**config.mk**
```make
export PLATFORM = sky130hd
export DESIGN_NAME = instr_mem_loader
export DESIGN_NICKNAME = d
export VERILOG_FILES = /design/src/rtl/instr_mem_loader.sv
export SDC_FILE = /design/constraint.sdc
export NUM_CORES = 1
export LEC_CHECK = 0
export CAP_MARGIN = 10
export CELL_PAD_IN_SITES_DETAIL_PLACEMENT = 1
export CELL_PAD_IN_SITES_GLOBAL_PLACEMENT = 1
export CORE_MARGIN = 5
export CORE_UTILIZATION = 40
export CTS_BUF_LIST = sky130_fd_sc_hd__clkbuf_8 sky130_fd_sc_hd__clkbuf_16
export CTS_CLUSTER_SIZE = 24
export DETAILED_ROUTE_END_ITERATION = 10
export GPL_ROUTABILITY_DRIVEN = 0
export PLACE_DENSITY = 0.93
export REMOVE_ABC_BUFFERS = 1
export SYNTH_ARGS = -nofsm -noshare
export SYNTH_HDL_FRONTEND = slang
export SYNTH_SLANG_ARGS = --single-unit
```
**constraint.sdc**
```tcl
create_clock -name clk -period 4.7 [get_ports clk]
set_clock_uncertainty 0.15 [all_clocks]
set_input_delay 0.705 -clock clk [delete_from_list [all_inputs] [get_ports clk]]
set_output_delay 0.705 -clock clk [all_outputs]
set_load 0.03 [all_outputs]
```
**src/rtl/instr_mem_loader.sv**
```systemverilog
// Write-side loader for the byte-organised instruction memory: takes 32-bit words
// from a valid/ready stream and writes them little-endian, one byte per cycle.
module instr_mem_loader #(
  parameter int MEM_BYTES = 1024,
  parameter int ADDR_W    = 10
) (
  input  logic              clk,
  input  logic              rst,
  input  logic              start,
  input  logic [ADDR_W-1:0] base_addr,
  input  logic              s_valid,
  input  logic [31:0]       s_data,
  input  logic              s_last,
  output logic              s_ready,
  output logic              mem_we,
  output logic [ADDR_W-1:0] mem_addr,
  output logic [7:0]        mem_wdata,
  output logic              busy,
  output logic              cpu_hold,
  output logic              done,
  output logic              err_overflow
);

  typedef enum logic [1:0] {IDLE, ACCEPT, WRITE, DONE} state_t;

  // One extra address bit so the pointer can sit at MEM_BYTES without wrapping to 0.
  localparam logic [ADDR_W:0] LAST_FIT = (ADDR_W+1)'(MEM_BYTES - 4);

  state_t          state_q, state_d;
  logic [ADDR_W:0] wr_addr_q, wr_addr_d;
  logic [1:0]      byte_idx_q, byte_idx_d;
  logic [31:0]     word_q, word_d;
  logic            last_q, last_d;
  logic            err_q, err_d;
  logic            fit;
  logic            unused_base_lsb;

  assign unused_base_lsb = ^base_addr[1:0];
  assign fit = (wr_addr_q <= LAST_FIT);

  always_ff @(posedge clk) begin
    if (rst) begin
      state_q    <= IDLE;
      err_q      <= 1'b0;
      byte_idx_q <= 2'd0;
    end else begin
      state_q    <= state_d;
      err_q      <= err_d;
      byte_idx_q <= byte_idx_d;
    end
  end

  always_ff @(posedge clk) begin
    wr_addr_q <= wr_addr_d;
    word_q    <= word_d;
    last_q    <= last_d;
  end

  always_comb begin
    state_d    = state_q;
    wr_addr_d  = wr_addr_q;
    byte_idx_d = byte_idx_q;
    word_d     = word_q;
    last_d     = last_q;
    err_d      = err_q;
    unique case (state_q)
      IDLE: begin
        if (start) begin
          wr_addr_d = {1'b0, base_addr[ADDR_W-1:2], 2'b00};
          err_d     = 1'b0;
          state_d   = ACCEPT;
        end
      end
      ACCEPT: begin
        if (s_valid) begin
          if (fit) begin
            word_d     = s_data;
            last_d     = s_last;
            byte_idx_d = 2'd0;
            state_d    = WRITE;
          end else begin
            // Word is consumed but dropped; a partial word is never written.
            err_d   = 1'b1;
            state_d = DONE;
          end
        end
      end
      WRITE: begin
        wr_addr_d  = wr_addr_q + 1'b1;
        byte_idx_d = byte_idx_q + 2'd1;
        if (byte_idx_q == 2'd3) begin
          state_d = last_q ? DONE : ACCEPT;
        end
      end
      DONE: begin
        state_d = IDLE;
      end
      default: begin
        state_d = IDLE;
      end
    endcase
  end

  assign s_ready      = (state_q == ACCEPT);
  assign mem_we       = (state_q == WRITE);
  assign mem_addr     = mem_we ? wr_addr_q[ADDR_W-1:0] : '0;
  assign mem_wdata    = mem_we ? word_q[{byte_idx_q, 3'b000} +: 8] : 8'h00;
  assign busy         = (state_q != IDLE);
  assign cpu_hold     = busy;
  assign done         = (state_q == DONE);
  assign err_overflow = err_q;

endmodule

```
==> reports/metrics.yaml <==
critical_path:
  endpoint_kind: "output port"
  crit_type: "flop to output port"
  slowest_stage: "dfxtp_1"
  start_kind: "flop"
  path_max_fanout: 11
  arrival_ns: 2.43
  cp_cell_sequence: "mux4_2, and2_1, clkdlybuf4s50_1"
  critical_path_required_ns: 3.85
  cpPeakStageDelay_ns: 0.76
cts:
  clk_latency_ns: 0.29
  cts_hold_buf: 0
  cts_resized: 0
  cts.sinks: 49
  cts_made_buffers: 5
  htreeDepth: 2
  path_clk_slew_ns: 0.09
  clk_path_buf_depth: 2
  cts-root-buf: "clkbuf_8"
  post_cts_buffers: 0
  cts_tree: "done"
power_and_ir_drop:
  peakVddDrop_mv: 0.185
  p_seq_share_pct: 57.6
  p_sw_uw: 232
  p_comb_share_pct: 15.3
  switching_share_pct: 25.4
  intPower_uw: 681
  p_per_area_mw_per_mm2: 293
  p_leak_nw: 1.03
  clock_power_share_pct: 27.1
synthesis:
  syn_area_per_cell_sq_um: 13.8
  yosys_warnings: 0
  ys_ff_latch: 49
  netlist_area_sq_mm: 0.00231
  synthCells: 167
  synth_top_cell_by_area: "edfxtp_1"
  ys.flop_type: "edfxtp_1"
  synth_most_common_cell: "edfxtp_1"
  ys_types: 41
  ys_seq_area_share_pct: 61.5
  synth_commonest_cells: "44 x edfxtp_1, 16 x and2_1, 11 x nor2_1, 8 x mux4_2, 8 x o21ai_0"
  async_flop_share_pct: 0
  synth_area_leaders: "edfxtp_1 57%, mux4_2 7.8%, and2_1 4.3%"
  synth.top_cell.area_share_pct: 57.1
  synth_edf_count: 44
layout:
  syn_to_final_growth_pct: 35.0
  fill_cells: 580
  drive_gt1_share_pct: 10.6
  design_area_sq_mm: 0.00312
  nNetsFinal: 284
  stdcell_count: 307
  antennaDiodeCount: 0
die:
  die_h_um: 86.0
  ios: 71
  start_util_pct: 41.5
  fp.dieW_um: 86.0
  die-area_sq_mm: 0.00740
  core_area_sq_mm: 0.00557
  rows: 27
timing:
  whs_ns: 0.372
  finalCriticalPeriod_ns: 3.29
  min_period_over_period_pct: 69.9
  drv_slew: 0
  max_slew_margin_pct: 32.6
  tightestPinTransition_ns: 1.01
  setup_slack_ns: 1.41
  rsz0062_at_grt: "no"
  maxClockFrequency_mhz: 304
  setup_tns_ns: 0
  setup_viol: 0
  hold_violations: 0
global_route:
  grt_antenna_before_repair: 0
  grt_pass1_vias: 1722
  grt_pass1_wl_um: 8860
  grt_max_degree: 34
  track_usage_pct: 15.5
  overflow: 0
routing:
  num_vias: 1627
  firstDrtPassIters: 4
  drt_iter0_markers: 82
  ant_nets: 0
  dr_wl_met2_um: 2950
  drt-met1-wl_um: 2220
  wl_per_cell_um: 17.9
  viasPerCell: 5.30
  drc: 0
  top_layer: "met4"
  routed_wirelength_um: 5480
  wl_met3_um: 223
status:
  status: "finished clean"
place:
  dp_hpwl_um: 3900
  dp_cells: 299
  pre_cts_slack_ns: 1.70
  place_area_sq_mm: 0.00303
  portBuffers: 68
hold_path:
  hold_class: "flop to flop"
flow_run:
  maxCapViolCount: 0
[flip-flops by register name, summed over array words and instances, names as in the netlist]
register / count
word_q: 32
wr_addr_q: 11
byte_idx_q: 2
state_q: 2
err_overflow: 1
last_q: 1
[path summary, 6_finish.rpt]
path	slack [ns]	cells after the start	endpoint	start
setup / recovery	1.41	3	mem_wdata[6]	byte_idx_q[0]
hold / removal	0.37	2	err_overflow	err_overflow
setup reg to reg	2.56	4	word_q[28]	wr_addr_q[0]
hold reg to reg	0.37	2	err_overflow	err_overflow
[cell type report]
cell class | instances | area, sq um | share of cell area (%)
Tap cell | 72 | 90.1 | 2.89
Clock buffer | 5 | 68.8 | 2.20
Inverter | 4 | 17.5 | 0.561
Timing Repair Buffer | 68 | 681 | 21.8
Sequential cell | 49 | 1420 | 45.5
Clock inverter | 3 | 20.0 | 0.641
Multi-Input combinational cell | 106 | 823 | 26.4
[cell usage in the layout, fill, tap and decap left out, drive strengths merged, types with 5 or more instances in the layout]
master,synthesis,layout
a31oi,5,5
and2,18,18
clkbuf,3,5
clkdlybuf4s50,0,68
dfxtp,5,5
edfxtp,44,44
inv,4,5
mux4,8,8
nand2,5,5
nand3,7,7
nor2,11,11
o21ai,8,8
or3,5,5
or4,5,5
[metrics by stage]
step | utilization (%) | total power, mW
finish | 56.0 | 0.913
global route | 56.0 | 0.953
CTS | 56.0 | 0.917
detailed placement | 54.4 | 0.677
global placement | 54.4 | 0.670
floorplan | - | 0.599
[kinds of logic after synthesis]
family / share of synthesized area, %
AO/OA/AOI/OAI: 5.74
XOR/XNOR: 1.52
adder cells (fa/ha/maj): 1.62
buffers and inverters: 2.92
flip-flops: 61.5
multiplexers: 7.79
AND/OR/NAND/NOR: 18.9
[worst max-delay path: cells and delay by family (launching register included)]
| family | cells | cell delay, ns |
|---|---|---|
| flip-flops | 1 | 0.76 |
| multiplexers | 1 | 0.60 |
| buffers and inverters | 1 | 0.60 |
| AND/OR/NAND/NOR | 1 | 0.18 |
[power by group through the flow]
stage / combinational, mW / clock [mW] / sequential, mW
6_report: 0.139 / 0.248 / 0.526
5_1_grt: 0.151 / 0.271 / 0.531
4_1_cts: 0.141 / 0.249 / 0.527
3_5_place_dp: 0.140 / 0 / 0.537
3_3_place_gp: 0.135 / 0 / 0.535
2_1_floorplan: 0.0708 / 0 / 0.529
[layer usage]
layer  global-route usage, %  vias up
li1                        -      767
met1                    18.3      812
met2                    28.0       41
met3                    2.79        7
met4                    5.18        0
met5                       0        -
Note: power is estimated with default switching activity, not from simulation.
